$ cat config.mk
export PLATFORM = sky130hd
export DESIGN_NAME = mem_wb_data_input_mux
export DESIGN_NICKNAME = d
export VERILOG_FILES = /design/src/rtl/mem_wb_data_input_mux_pkg.sv /design/src/rtl/mem_wb_data_input_mux_byte_lane_mux.sv /design/src/rtl/mem_wb_data_input_mux.sv
export SDC_FILE = /design/constraint.sdc
export NUM_CORES = 1
export LEC_CHECK = 0
export CAP_MARGIN = 20
export CORE_ASPECT_RATIO = 1.4
export CORE_MARGIN = 2
export CORE_UTILIZATION = 37
export CTS_BUF_LIST = sky130_fd_sc_hd__clkbuf_8
export CTS_CLUSTER_DIAMETER = 200
export DETAILED_ROUTE_END_ITERATION = 10
export GPL_ROUTABILITY_DRIVEN = 0
export PLACE_DENSITY = 0.89
export SLEW_MARGIN = 20
export SYNTH_ARGS = -nofsm -noshare
export SYNTH_HDL_FRONTEND = slang
export SYNTH_SLANG_ARGS = --single-unit
$ cat constraint.sdc
create_clock -name clock -period 1.3 [get_ports clock]
set_clock_uncertainty 0.2 [all_clocks]
set_input_delay 0.26 -clock clock [delete_from_list [all_inputs] [get_ports clock]]
set_output_delay 0.26 -clock clock [all_outputs]
set_load 0.1 [all_outputs]
$ cat src/rtl/mem_wb_data_input_mux_pkg.sv
// mem_wb_data_input_mux_pkg: pipeline constants shared by the MEM/WB data select and the control decoder
package mem_wb_data_input_mux_pkg;
  localparam int DATA_WIDTH = 8;
  localparam logic [1:0] MEMWB_SEL_PASS    = 2'd0;
  localparam logic [1:0] MEMWB_SEL_LOAD    = 2'd1;
  localparam logic [1:0] MEMWB_SEL_LOAD_LO = 2'd2;
  localparam logic [1:0] MEMWB_SEL_LOAD_HI = 2'd3;
  function automatic logic top_from_load(input logic [1:0] sel);
    return sel == MEMWB_SEL_LOAD || sel == MEMWB_SEL_LOAD_HI;
  endfunction
  function automatic logic bot_from_load(input logic [1:0] sel);
    return sel == MEMWB_SEL_LOAD || sel == MEMWB_SEL_LOAD_LO;
  endfunction
endpackage

$ cat src/rtl/mem_wb_data_input_mux_byte_lane_mux.sv
// byte_lane_mux: 2:1 combinational select for one byte lane
module byte_lane_mux #(
  parameter int W = 8
) (
  input  logic         sel,
  input  logic [W-1:0] a,
  input  logic [W-1:0] b,
  output logic [W-1:0] y
);
  always_comb y = sel ? b : a;
endmodule

$ cat src/rtl/mem_wb_data_input_mux.sv
// mem_wb_data_input_mux: registered per-lane choice between EX/MEM data and load result
module mem_wb_data_input_mux
  import mem_wb_data_input_mux_pkg::*;
#(
  parameter int DATA_WIDTH = mem_wb_data_input_mux_pkg::DATA_WIDTH
) (
  input  logic                  clock,
  input  logic                  nreset,
  input  logic [1:0]            sel_signals,
  input  logic [DATA_WIDTH-1:0] mem_data_top,
  input  logic [DATA_WIDTH-1:0] mem_data_bot,
  input  logic [DATA_WIDTH-1:0] ld_res_top,
  input  logic [DATA_WIDTH-1:0] ld_res_bot,
  output logic [DATA_WIDTH-1:0] mem_data_out_top,
  output logic [DATA_WIDTH-1:0] mem_data_out_bot
);
  logic [DATA_WIDTH-1:0] top_next, bot_next;
  byte_lane_mux #(.W(DATA_WIDTH)) u_top (
    .sel(top_from_load(sel_signals)),
    .a(mem_data_top),
    .b(ld_res_top),
    .y(top_next)
  );
  byte_lane_mux #(.W(DATA_WIDTH)) u_bot (
    .sel(bot_from_load(sel_signals)),
    .a(mem_data_bot),
    .b(ld_res_bot),
    .y(bot_next)
  );
  always_ff @(posedge clock or negedge nreset)
    if (!nreset) begin
      mem_data_out_top <= '0;
      mem_data_out_bot <= '0;
    end else begin
      mem_data_out_top <= top_next;
      mem_data_out_bot <= bot_next;
    end
endmodule

---- Word level (Yosys, flattened, before mapping) ----
Index checks and enable logic that the tools add are counted.
word-level totals
  register bits after elaboration ......... 16
  bits of input ports ..................... 36
operators by class
  mux-type cells .......................... 2
  reduce and logical (&&, ||, !) cells .... 2
  equal/unequal tests ..................... 3
operators with widths
  cell                  count
  $mux W8               2
  $eq A2 B2 Y1 const B  2
  $eq A2 B1 Y1 const B  1
  $logic_or A1 B1 Y1    2

---- Depth between registers and ports, before layout ----
Gate-level depths: netlist of run 1.
  depth after elaboration ................. 3
  gate-level depth with buffers ........... 4
  depth with buffers taken out ............ 4

---- Modules after synthesis ----
Synthesis of run 1 repeated with hierarchy kept, for this count alone.
unflattened totals
  cell total of the unflattened synthesis .. 39
  area, all modules ....................... 701.9 µm²
modules (own cells, without submodules)
  module                 area each (µm²)  cells an instance  times used
  mem_wb_data_input_mux  439.2            21                 1
  byte_lane_mux          131.4            9                  2

---- Worst setup path before layout of run 1 ----
OpenSTA, ideal clock, no wires.
  path kind ............................... flip-flop to output port
  from .................................... register mem_data_out_bot[0]
  to ...................................... output mem_data_out_bot[0]
  cell stages (with the launch flop) ...... 1
  path buffers ............................ 0
  data arrival time ....................... 0.883 ns
  setup slack ............................. -0.043 ns
  cells stage by stage .................... dfrtp_1
RTL lines
  what                    line                         source
  start, declared         mem_wb_data_input_mux.sv:15  output logic [DATA_WIDTH-1:0] mem_data_out_bot
  start signal, assigned  mem_wb_data_input_mux.sv:36  mem_data_out_bot <= bot_next;
No word-level cell between the ends.

---- Final worst setup path of run 1 ----
  from .................................... register mem_data_out_bot[5]
  to ...................................... output mem_data_out_bot[5]
No word-level cell between the ends.

==> results of run 1 <==
==> cells in the final DEF (no fill, tap or decap), drive strengths merged <==
cell,count
ha,2
clkdlybuf4s50,33
clkbuf,5
clkdlybuf4s15,1
dfrtp,16
mux2,16
inv,1
nor2,1
buf,18
==> final cells by class <==
class	count	share of cell area (%)
clock buffer	4	3.76
inverter	1	0.257
multi-input combinational	19	19.0
sequential	16	28.7
tap	20	1.71
timing repair buffer	53	46.5
==> layer usage <==
| layer | wire length (um) | vias to the layer above |
|---|---|---|
| li1 | - | 237 |
| met1 | 539 | 247 |
| met2 | 1030 | 20 |
| met3 | 49 | 2 |
| met4 | 27 | 0 |
| met5 | 0 | - |
==> through the flow <==
stage                     setup TNS (ns)  instances  area (um2)  total power, mW  worst slack [ns]
after floorplan                        0         38         724             1.02            0.0185
after global placement             -6.66        109        1410             1.36            -0.476
after detailed placement           -7.19        109        1410             1.37            -0.525
after CTS                        -0.0241        113        1470             1.80          -0.00992
after global routing              -0.163        113        1460             1.85           -0.0206
final                                  0        113        1460             1.79          0.000673
==> path summary, 6_finish.rpt <==
check	start	endpoint	depth (start not counted)
max	mem_data_out_bot[5]	mem_data_out_bot[5]	1
min	nreset	mem_data_out_top[5]	2
max in group asynchronous	nreset	mem_data_out_top[3]	2
min in group clock	sel_signals[1]	mem_data_out_top[7]	4
==> state kept, by name (all words and copies together), names as in the netlist <==
register,flops
mem_data_out_bot,8
mem_data_out_top,8
==> power by group <==
group / internal, mW / leakage [nW] / switching, mW / total [mW]
clock network: 0.268 / 0.0288 / 0.164 / 0.433
registers: 0.552 / 0.171 / 0.0389 / 0.591
logic: 0.346 / 0.446 / 0.416 / 0.762
==> logic make-up after synthesis <==
family | Yosys count | share of synthesized area [%]
adder cells (fa/ha/maj) | 2 | 3.62
buffers and inverters | 3 | 3.80
flip-flops | 16 | 57.9
multiplexers | 16 | 34.2
AND/OR/NAND/NOR | 1 | 0.542
==> timing repair <==
item,in CTS,in global routing
pin swaps,1,1
resized for setup,2,3
endpoints found under the setup margin,22,21
cloned,0,0
==> results.toml, run 1 <==
[outcome]
outcome = "complete, no violations"

[flow_run]
max_cap_violations = 0

[global_routing]
grt_busiest_layer = "met2"
use_met3_pct = 1.20
grt_start_max_net_pins = 17
grtUsageMet1_pct = 20.3
grt_use_met2_pct = 32.3
grt_pass1_wl_mm = 2.61
grt_antenna_before_repair = 0
first_global_vias = 580
grt_usage_pct = 18.5
grt_overflow = 0

[die]
num_rows = 18
die-area_um2 = 2240
start_util_pct = 39.4
die_x_um = 40.5
core_area_um2 = 1760
fp.dieH_um = 55.2
io_pins = 52

[final_layout]
drive_gt1_share_pct = 61.3
area_delta_synth_final_pct = 111
n_antenna_cell = 0
fillerInstances = 88
fin_util_pct = 83.3
multi_input_area_um2 = 278
layout.area.seq_um2 = 420
nNetsFinal = 132

[placement]
port_buffers = 51

[cts]
cts_setup_buffers = 0
cts.sinks = 16
cts_max_level = 1
cts_buffers = 3
cts_tree = "built"
clock_path_buffers = 2
clock-root-buffer = "clkbuf_8"
clk_pin_slew_ns = 0.06
hold_buffers = 0

[sta]
setup-violations-final = 0
finalHoldViolCount = 0
holdWs_ns = 0.130
layout_min_cycle_time_ns = 1.30
worst_slew_pin_slew_ns = 0.197
period_share_pct = 99.9
max_freq_ghz = 0.770
slew_headroom_pct = 86.9
rsz0062_at_grt = "true"
drv_slew = 0

[setup_path]
critPathRequiredTime_ns = 0.84
crit_chain = "buf_12"
path_max_fanout = 1
slowest_delay_ns = 0.42
cp-end-kind = "output port"
slowest_stage = "dfrtp_2"
start_kind = "flop"
cp.arrival_ns = 0.84
crit_family = "flip-flops"
worstSetupPathType = "reg -> out"
path_buf_inv = 1

[yosys]
synth_cell_type_count = 7
syn_avg_cell_area_um2 = 18.2
synth_common_cells = "dfrtp_1, mux2_4, buf_6, ha_1"
synth_edf_count = 0
yosysWarnings = 0
synth_area_um2 = 692
synth_fp_nets = 76
synth-seq-cells = 16
async_reset_ff_share_pct = 100
synth-main-ff-cell = "dfrtp_1"
syn_inst = 38
synthTopCellsByArea = "dfrtp_1, mux2_4, ha_1"
yosysSeqAreaShare_pct = 57.9
yosysTopAreaCell = "dfrtp_1"
yosysMostFrequentCell = "dfrtp_1"
synth_top_area_share_pct = 57.9

[detailed_routing]
drtIter0Drc = 4
drtAntennaViolNets = 0
route.detailed.drc = 0
via_per_inst = 4.48
wl_per_cell_um = 14.6
wirelength_mm = 1.65
drt_pass1_iterations = 4
vias = 506

[pwr]
peakVddDrop_mv = 0.787
p_per_area_nw_per_um2 = 1220
p_leak_nw = 0.646

[min_path]
holdCritPathClass = "in -> async"
Power figures use the tool's default switching activity.
==> run 2, diff against run 1 <==
Settings changed: CORE_MARGIN 2 to unset.
==> run 2 against run 1 <==
  * Critical path type unchanged
  * Non-clock buffer count did not move
  * Final area up 0.34%
  * The flow now finishes with violations (negative setup slack)
  * Total power rose by 0.45%
  * Fmax shrank 1.0%
  * Sequential power hardly changed
  * Global-route usage increased by 1.4 points
  * Critical path depth unchanged
  * Routed wire length rose by 2.7%
  * Worst hold slack got worse by 0.0091 ns
  * Cell count stayed put
  * Largest power group unchanged
  * Worst setup slack worse by 0.014 ns
  * Clock power about the same
==> results.toml, run 2 (synthesis results as in run 1) <==
[cts]
cts.sinks = 16
clock-root-buffer = "clkbuf_8"
clk_pin_slew_ns = 0.06
cts_buffers = 3
cts_tree = "built"
cts_setup_buffers = 0
hold_buffers = 0
cts_max_level = 1
clock_path_buffers = 2

[die]
die-area_um2 = 2050
start_util_pct = 39.4
die_x_um = 38.5
core_area_um2 = 1760
fp.dieH_um = 53.2
io_pins = 52
num_rows = 18

[global_routing]
first_global_vias = 531
grt_overflow = 0
grt_antenna_before_repair = 0
grt_usage_pct = 20.0
grt_pass1_wl_mm = 2.55
grt_start_max_net_pins = 17

[setup_path]
worst-path-stages = 1
path_buf_inv = 1
crit_end = "mem_data_out_bot[7]"
critPathRequiredTime_ns = 0.84
start_kind = "flop"
cp-end-kind = "output port"
cp-startpoint = "mem_data_out_bot[7]"
crit_chain = "buf_12"
crit_family = "flip-flops"
path_max_fanout = 1
slowest_stage = "dfrtp_2"
worstSetupPathType = "reg -> out"
slowest_delay_ns = 0.43
cp.arrival_ns = 0.85

[detailed_routing]
drtIter0Drc = 1
drt_pass1_iterations = 2
drtAntennaViolNets = 0
vias = 512
route.detailed.drc = 0
wl_per_cell_um = 15.0
wirelength_mm = 1.69
via_per_inst = 4.53

[sta]
drv_slew = 0
finalHoldViolCount = 0
worst_slew_pin_slew_ns = 0.196
setup_slack_ns = -0.0129
slew_headroom_pct = 87.0
rsz0062_at_grt = "true"
setup-violations-final = 1
layout_min_cycle_time_ns = 1.31
period_share_pct = 101
max_freq_ghz = 0.762

[outcome]
violations = "negative setup slack"
outcome = "finished, violations left"

[final_layout]
drive_gt1_share_pct = 60.2
fillerInstances = 96
multi_input_area_um2 = 278
layout_commonest_cell = "clkdlybuf4s50_1"
biggestRegsByFlops = "mem_data_out_bot (8), mem_data_out_top (8)"
area_delta_synth_final_pct = 112
layoutNonFillerInstCount = 113
n_antenna_cell = 0
final_cell_mix = "clkdlybuf4s50_1, dfrtp_2, buf_12"
fin_area_um2 = 1470
nNetsFinal = 132
layout.area.seq_um2 = 420

[placement]
place_area_um2 = 1410
dp_hpwl_mm = 1.46
port_buffers = 51
placed_cells = 109

[flow_run]
max_cap_violations = 0

[pwr]
power_mw = 1.79
peakVddDrop_mv = 0.791
p_per_area_nw_per_um2 = 1220
p_leak_nw = 0.646

[min_path]
holdCritPathClass = "in -> async"
-- run 2: how the worst min path moves through the flow --
stage / start / to / cells past startpoint
CTS: nreset / mem_data_out_top[7] / 2
finish: nreset / mem_data_out_top[7] / 2
detailed placement: nreset / mem_data_out_bot[0] / 2
global placement: nreset / mem_data_out_bot[0] / 2
global route: nreset / mem_data_out_bot[5] / 2
floorplan: nreset / mem_data_out_bot[0] / 0
-- run 2: layout make-up --
class                      count  area share, %
multi-input combinational     19           18.9
timing repair buffer          53           46.7
sequential                    16           28.6
tap                           20           1.71
inverter                       1          0.256
clock buffer                   4           3.75
-- run 2: what timing repair did --
action | 4_1_cts | 5_1_grt
gates resized for setup | 3 | 1
pin swaps | 1 | 1
endpoints found under the setup margin | 21 | 23
-- run 2: power by group --
group	internal, mW	switching (mW)	total [mW]
registers	0.552	0.0383	0.590
logic	0.347	0.420	0.767
clock network	0.269	0.167	0.436
-- run 2: routing by layer --
metal  global-route usage [%]  vias to the layer above  wire length (um)  share of wire, %
met5                        0                        -                 0                 0
met4                     8.62                        0                24               1.4
met3                     5.04                        3                60               3.5
met2                     34.7                       23              1030                61
met1                     22.1                      248               575                34
li1                         -                      238                 -                 -
-- run 2: through the flow --
stage	utilization [%]	hold slack, ns	TNS, ns	worst slack [ns]
final	83.5	0.121	-0.0129	-0.0129
after detailed placement	80.4	0.396	-7.13	-0.514
after CTS	83.5	0.125	-0.0260	-0.0180
after floorplan	-	-0.236	0	0.0185
after global routing	83.5	0.162	-0.182	-0.0242
after global placement	80.4	0.388	-6.74	-0.481
